`src/rtl/my_pkg.sv`:
```
// Shared types for the PLIC interrupt gateway.
// Holds the per-source gateway state encoding used by every cell.
package my_pkg;

  typedef enum logic [1:0] {
    IDLE    = 2'd0,
    PENDING = 2'd1,
    CLAIMED = 2'd2
  } gw_state_e;

endpackage

```
`src/rtl/plic_gw_cell.sv`:
```
// Single-source gateway: synchronizer, edge detector, IDLE/PENDING/CLAIMED FSM
// and a 1-deep buffer for edges that arrive while the source is being serviced.
module plic_gw_cell
  import my_pkg::*;
(
  input  logic clk,
  input  logic reset,
  input  logic src,
  input  logic edge_mode,
  input  logic claim,
  input  logic complete,
  output logic irq
);

  logic      s1;
  logic      s2;
  logic      s3;
  logic      edge_buf;
  gw_state_e state;

  logic rise;
  logic trigger;
  logic requeue;

  assign rise    = s2 & ~s3;
  assign trigger = edge_mode ? rise : s2;
  // On completion, re-request if an edge is banked (or arriving now) or the level is still high.
  assign requeue = edge_mode ? (edge_buf | rise) : s2;

  always_ff @(posedge clk) begin
    if (reset) begin
      s1       <= 1'b0;
      s2       <= 1'b0;
      s3       <= 1'b0;
      edge_buf <= 1'b0;
      state    <= IDLE;
    end else begin
      s1 <= src;
      s2 <= s1;
      s3 <= s2;
      case (state)
        IDLE: begin
          if (trigger) state <= PENDING;
        end
        PENDING: begin
          if (claim) state <= CLAIMED;
        end
        CLAIMED: begin
          if (complete) begin
            state    <= requeue ? PENDING : IDLE;
            edge_buf <= 1'b0;
          end else if (edge_mode && rise) begin
            edge_buf <= 1'b1;
          end
        end
        default: state <= IDLE;
      endcase
      // Level mode never banks edges; this has priority over any set above.
      if (!edge_mode) edge_buf <= 1'b0;
    end
  end

  assign irq = (state == PENDING);

endmodule

```
`src/rtl/plic_gateway.sv`:
```
// PLIC interrupt gateway: decodes claim/complete IDs once and fans the
// one-hot strobes out to one gateway cell per interrupt source.
module plic_gateway
  import my_pkg::*;
#(
  parameter int unsigned IRQ_CNT = 8
) (
  input  logic                     clk,
  input  logic                     reset,
  input  logic [IRQ_CNT:1]         src_i,
  input  logic [IRQ_CNT:1]         edge_i,
  input  logic                     claim_i,
  input  logic [$clog2(IRQ_CNT):0] claim_id_i,
  input  logic                     complete_i,
  input  logic [$clog2(IRQ_CNT):0] complete_id_i,
  output logic [IRQ_CNT:1]         irq_o
);

  localparam int unsigned ID_W = $clog2(IRQ_CNT) + 1;

  logic [IRQ_CNT:1] claim_oh;
  logic [IRQ_CNT:1] complete_oh;

  // ID 0 and IDs above IRQ_CNT match no bit, so they are dropped here.
  always_comb begin
    claim_oh    = '0;
    complete_oh = '0;
    for (int unsigned i = 1; i <= IRQ_CNT; i++) begin
      claim_oh[i]    = claim_i    && (claim_id_i    == ID_W'(i));
      complete_oh[i] = complete_i && (complete_id_i == ID_W'(i));
    end
  end

  for (genvar g = 1; g <= IRQ_CNT; g++) begin : g_cell
    plic_gw_cell u_cell (
      .clk       (clk),
      .reset     (reset),
      .src       (src_i[g]),
      .edge_mode (edge_i[g]),
      .claim     (claim_oh[g]),
      .complete  (complete_oh[g]),
      .irq       (irq_o[g])
    );
  end

endmodule

```
`config.mk`:
```
export PLATFORM = sky130hd
export DESIGN_NAME = plic_gateway
export DESIGN_NICKNAME = d
export VERILOG_FILES = /design/src/rtl/my_pkg.sv /design/src/rtl/plic_gw_cell.sv /design/src/rtl/plic_gateway.sv
export SDC_FILE = /design/constraint.sdc
export NUM_CORES = 1
export LEC_CHECK = 0
export BUFFER_PORTS_ARGS = -buffer_cell sky130_fd_sc_hd__buf_2
export CAP_MARGIN = 20
export CORE_ASPECT_RATIO = 0.5
export CORE_MARGIN = 1
export CORE_UTILIZATION = 41
export DETAILED_ROUTE_END_ITERATION = 16
export HOLD_SLACK_MARGIN = 0.06
export PLACE_DENSITY_LB_ADDON = 0.05
export SLEW_MARGIN = 20
export SYNTH_ARGS = -nofsm -noshare
export SYNTH_HDL_FRONTEND = slang
export SYNTH_HIERARCHICAL = 1
export SYNTH_SLANG_ARGS = --single-unit
```
`constraint.sdc`:
```
create_clock -name clk -period 0.9 [get_ports clk]
set_input_delay 0 -clock clk [delete_from_list [all_inputs] [get_ports clk]]
set_output_delay 0 -clock clk [all_outputs]
set_load 0.02 [all_outputs]
```
==> metrics.md <==
| Metric | Value |
|---|---|
| Status | `finished with violations` |
| Failing checks | `negative setup slack` |
| Worst Skew | `0.00537 ns` |
| Setup WS post-layout | `-0.183 ns` |
| Flops & latches, synth | `48` |
| Vias per cell | `4.87` |
| Synthesized area | `2010 µm²` |
| PwrDens | `1400 nW/µm²` |
| Fin nets | `324` |
| Internal | `0.00332 W` |
| Initial drt markers | `37` |
| Share of cells above drive strength 1 | `41.4%` |
| Syn avg cell area | `9.50 µm²` |
| Psw | `0.000988 W` |
| Max FO, Critical Path | `2` |
| Final WL | `4.50 mm` |
| TritonCTS clock tree | `yes` |
| Fmax achieved | `0.923 GHz` |
| Worst setup EP type | `output pin` |
| Final Cell Area | `3080 µm²` |
| Max IR drop VDD | `643 µV` |
| Min Tclk post-route | `1.08 ns` |
| R2R cell count | `4` |
| Switching power share of the total | `22.9%` |
| Final Power | `0.00431 W` |
| Crit share post-route | `120%` |
| Seq/Total Area, Yosys | `47.7%` |
| Max_slew headroom | `62.2%` |
| DR DRC count | `0` |
| Synth Warn # | `6` |
| Post-DP HPWL | `2.86 mm` |
| Die area | `5210 µm²` |
| Gr ovfl total | `0` |
| Antenna cell count | `0` |
| Reg2reg setup slack | `-0.17 ns` |
| Clock buffer count from CTS | `5` |
| Worst Hold Depth | `4` |
| Hold Path Class | `in2reg` |
| Clock Sinks | `48` |
| Post-synthesis cell count | `212` |
| Antenna viol nets, final | `0` |
| Rows | `17` |
| # hold bufs at CTS | `17` |
| First-pass GRT wire length | `7.18 mm` |
| Commonest non-fill, non-tap cell in the layout | `dfxtp_1` |
| Worst-margin pin slew | `0.562 ns` |
| Part of the power in registers | `51.9%` |
| RSZ-0062 raised after global routing | `true` |
| Clock slew at reported path FFs | `0.09 ns` |
| Max Slew Vio Count | `0` |
| Hold Violations, Final | `0` |
| Combinational fraction of design power | `12.6%` |
| Clock Latency Late Sink | `0.30 ns` |
| FF-to-FF Start | `g_cell[1].u_cell/state[1]` |
| Initial Utilization | `44.3%` |
| I/O pin count | `36` |
| WP data required | `0.90 ns` |
| Initial DRT Pass Iterations | `4` |
| Crit Reg-Reg Endpoint | `g_cell[1].u_cell/edge_buf` |
| H-tree lvl count | `2` |
| Routed vias | `1767` |
| Wire per inst | `12.4 µm` |
| CP Launch Type | `register` |
| Leak pwr | `1.19 nW` |
| Syn-to-layout area delta | `52.7%` |
| Yosys cell types | `19` |
| Largest net degree at the start of global routing | `37` |
| Die Ht | `51.6 µm` |
| Max-Cap Viols | `0` |
| Die Wd | `101 µm` |
| Antenna violations before repair | `0` |
| Vias in the first global route | `1685` |
| GPL Wtd Cong | `0.722` |
| Synth Net Count | `240` |
| Crit path arrival time | `1.08 ns` |
| Hold Startpoint | `complete_id_i[2]` |
| Post-placement cell area | `2410 µm²` |
| Final setup vio count | `17` |
| Commonest cells after routing, fill and taps aside | `dfxtp_1, buf_2, nor2b_1, nor2_1, dlygate4sd3_1` |
| Clock Root Buffer | `clkbuf_8` |
| CTS Buffer Depth | `2` |
| CORE AREA | `4550 µm²` |
| Crit path kind | `reg2out` |
| IO buf count | `35` |
| Hold path endpoint | `g_cell[8].u_cell/state[0]` |
| Clock network power share | `35.6%` |
| GRT Total Usage | `18.0%` |
## metrics by stage
stage          TNS (ns)  hold WS [ns]  util [%]  setup WS [ns]  instances
2_1_floorplan   -0.0264        0.0716         -       -0.00939        212
3_3_place_gp      -2.90         0.208      53.0         -0.245        323
3_5_place_dp      -3.08         0.215      53.0         -0.280        323
4_1_cts           -1.35        0.0122      63.8         -0.183        359
5_1_grt           -2.37        0.0489      67.6         -0.217        363
6_report          -1.48        0.0418      67.6         -0.183        363
## state kept, by name, indices dropped and copies added (netlist names)
register / flops
g_cell.u_cell/s3: 8
g_cell.u_cell/state: 16
g_cell.u_cell/s2: 8
g_cell.u_cell/s1: 8
g_cell.u_cell/edge_buf: 8
## kinds of logic after synthesis
group                  share of synthesized area [%]
AOI/OAI and AO/OA                               13.4
DFF                                             47.7
and+or+nand+nor                                 37.4
buffers and inverters                           1.49
## worst max-delay path, stage by stage (launching register included)
cell and delay (ns):
dfxtp_2 0.34, and2b_2 0.22, buf_6 0.11, buf_6 0.12
## per-layer routing
layer  vias up  routed length [µm]  GRT usage (%)
met3         2                 165           5.78
met2        28                2150           31.2
met5         -                   0              0
met4         0                   8           2.90
li1        917                   -              -
met1       820                2180           22.4
## worst max path at each step
| stage | from | endpoint | slack, ns | depth (start not counted) |
|---|---|---|---|---|
| floorplan | g_cell[1].u_cell/state[1] | g_cell[1].u_cell/state[1] | -0.009 | 3 |
| global route | g_cell[1].u_cell/state[1] | irq_o[1] | -0.22 | 3 |
| global placement | complete_id_i[3] | g_cell[3].u_cell/state[1] | -0.24 | 6 |
| finish | g_cell[1].u_cell/state[1] | irq_o[1] | -0.18 | 3 |
| detailed placement | complete_id_i[3] | g_cell[3].u_cell/state[1] | -0.28 | 6 |
| CTS | g_cell[1].u_cell/state[1] | irq_o[1] | -0.18 | 3 |
## power by group through the flow
stage | logic [W] | clock network, W | registers, W
4_1_cts | 0.000490 | 0.00157 | 0.00223
2_1_floorplan | 0.000184 | 0 | 0.00228
3_5_place_dp | 0.000363 | 0 | 0.00229
5_1_grt | 0.000588 | 0.00165 | 0.00224
3_3_place_gp | 0.000359 | 0 | 0.00229
6_report | 0.000541 | 0.00153 | 0.00224
## synthesized netlist by cell type, drive strengths merged
cell	n	share of area [%]
a31o	8	3.5
nand2	11	2.0
nor4	1	0.31
and4b	8	4.0
o21ai	8	2.0
or3b	2	0.87
nor2	20	3.7
a2bb2oi	8	3.5
nor3	3	0.75
nand3b	11	4.1
dfxtp	48	48
a31oi	8	2.5
and2b	8	3.5
a21oi	8	2.0
nor4b	8	3.5
nand2b	12	3.7
nor2b	32	11
inv	8	1.5
## layout make-up
cell class / count / area, µm²
clock buffer: 5 / 68.8
clock inverter: 3 / 42.5
fill: 385 / 1480
inverter: 8 / 30.0
multi-input combinational: 156 / 1240
sequential: 48 / 991
tap: 66 / 82.6
timing repair buffer: 77 / 626
## timing repair
action	CTS	global route
pin swaps	18	8
endpoints found under the hold margin	24	1
endpoints found under the setup margin	20	31
buffers inserted	11	4
gates resized for setup	37	27
Power figures use the tool's default switching activity.
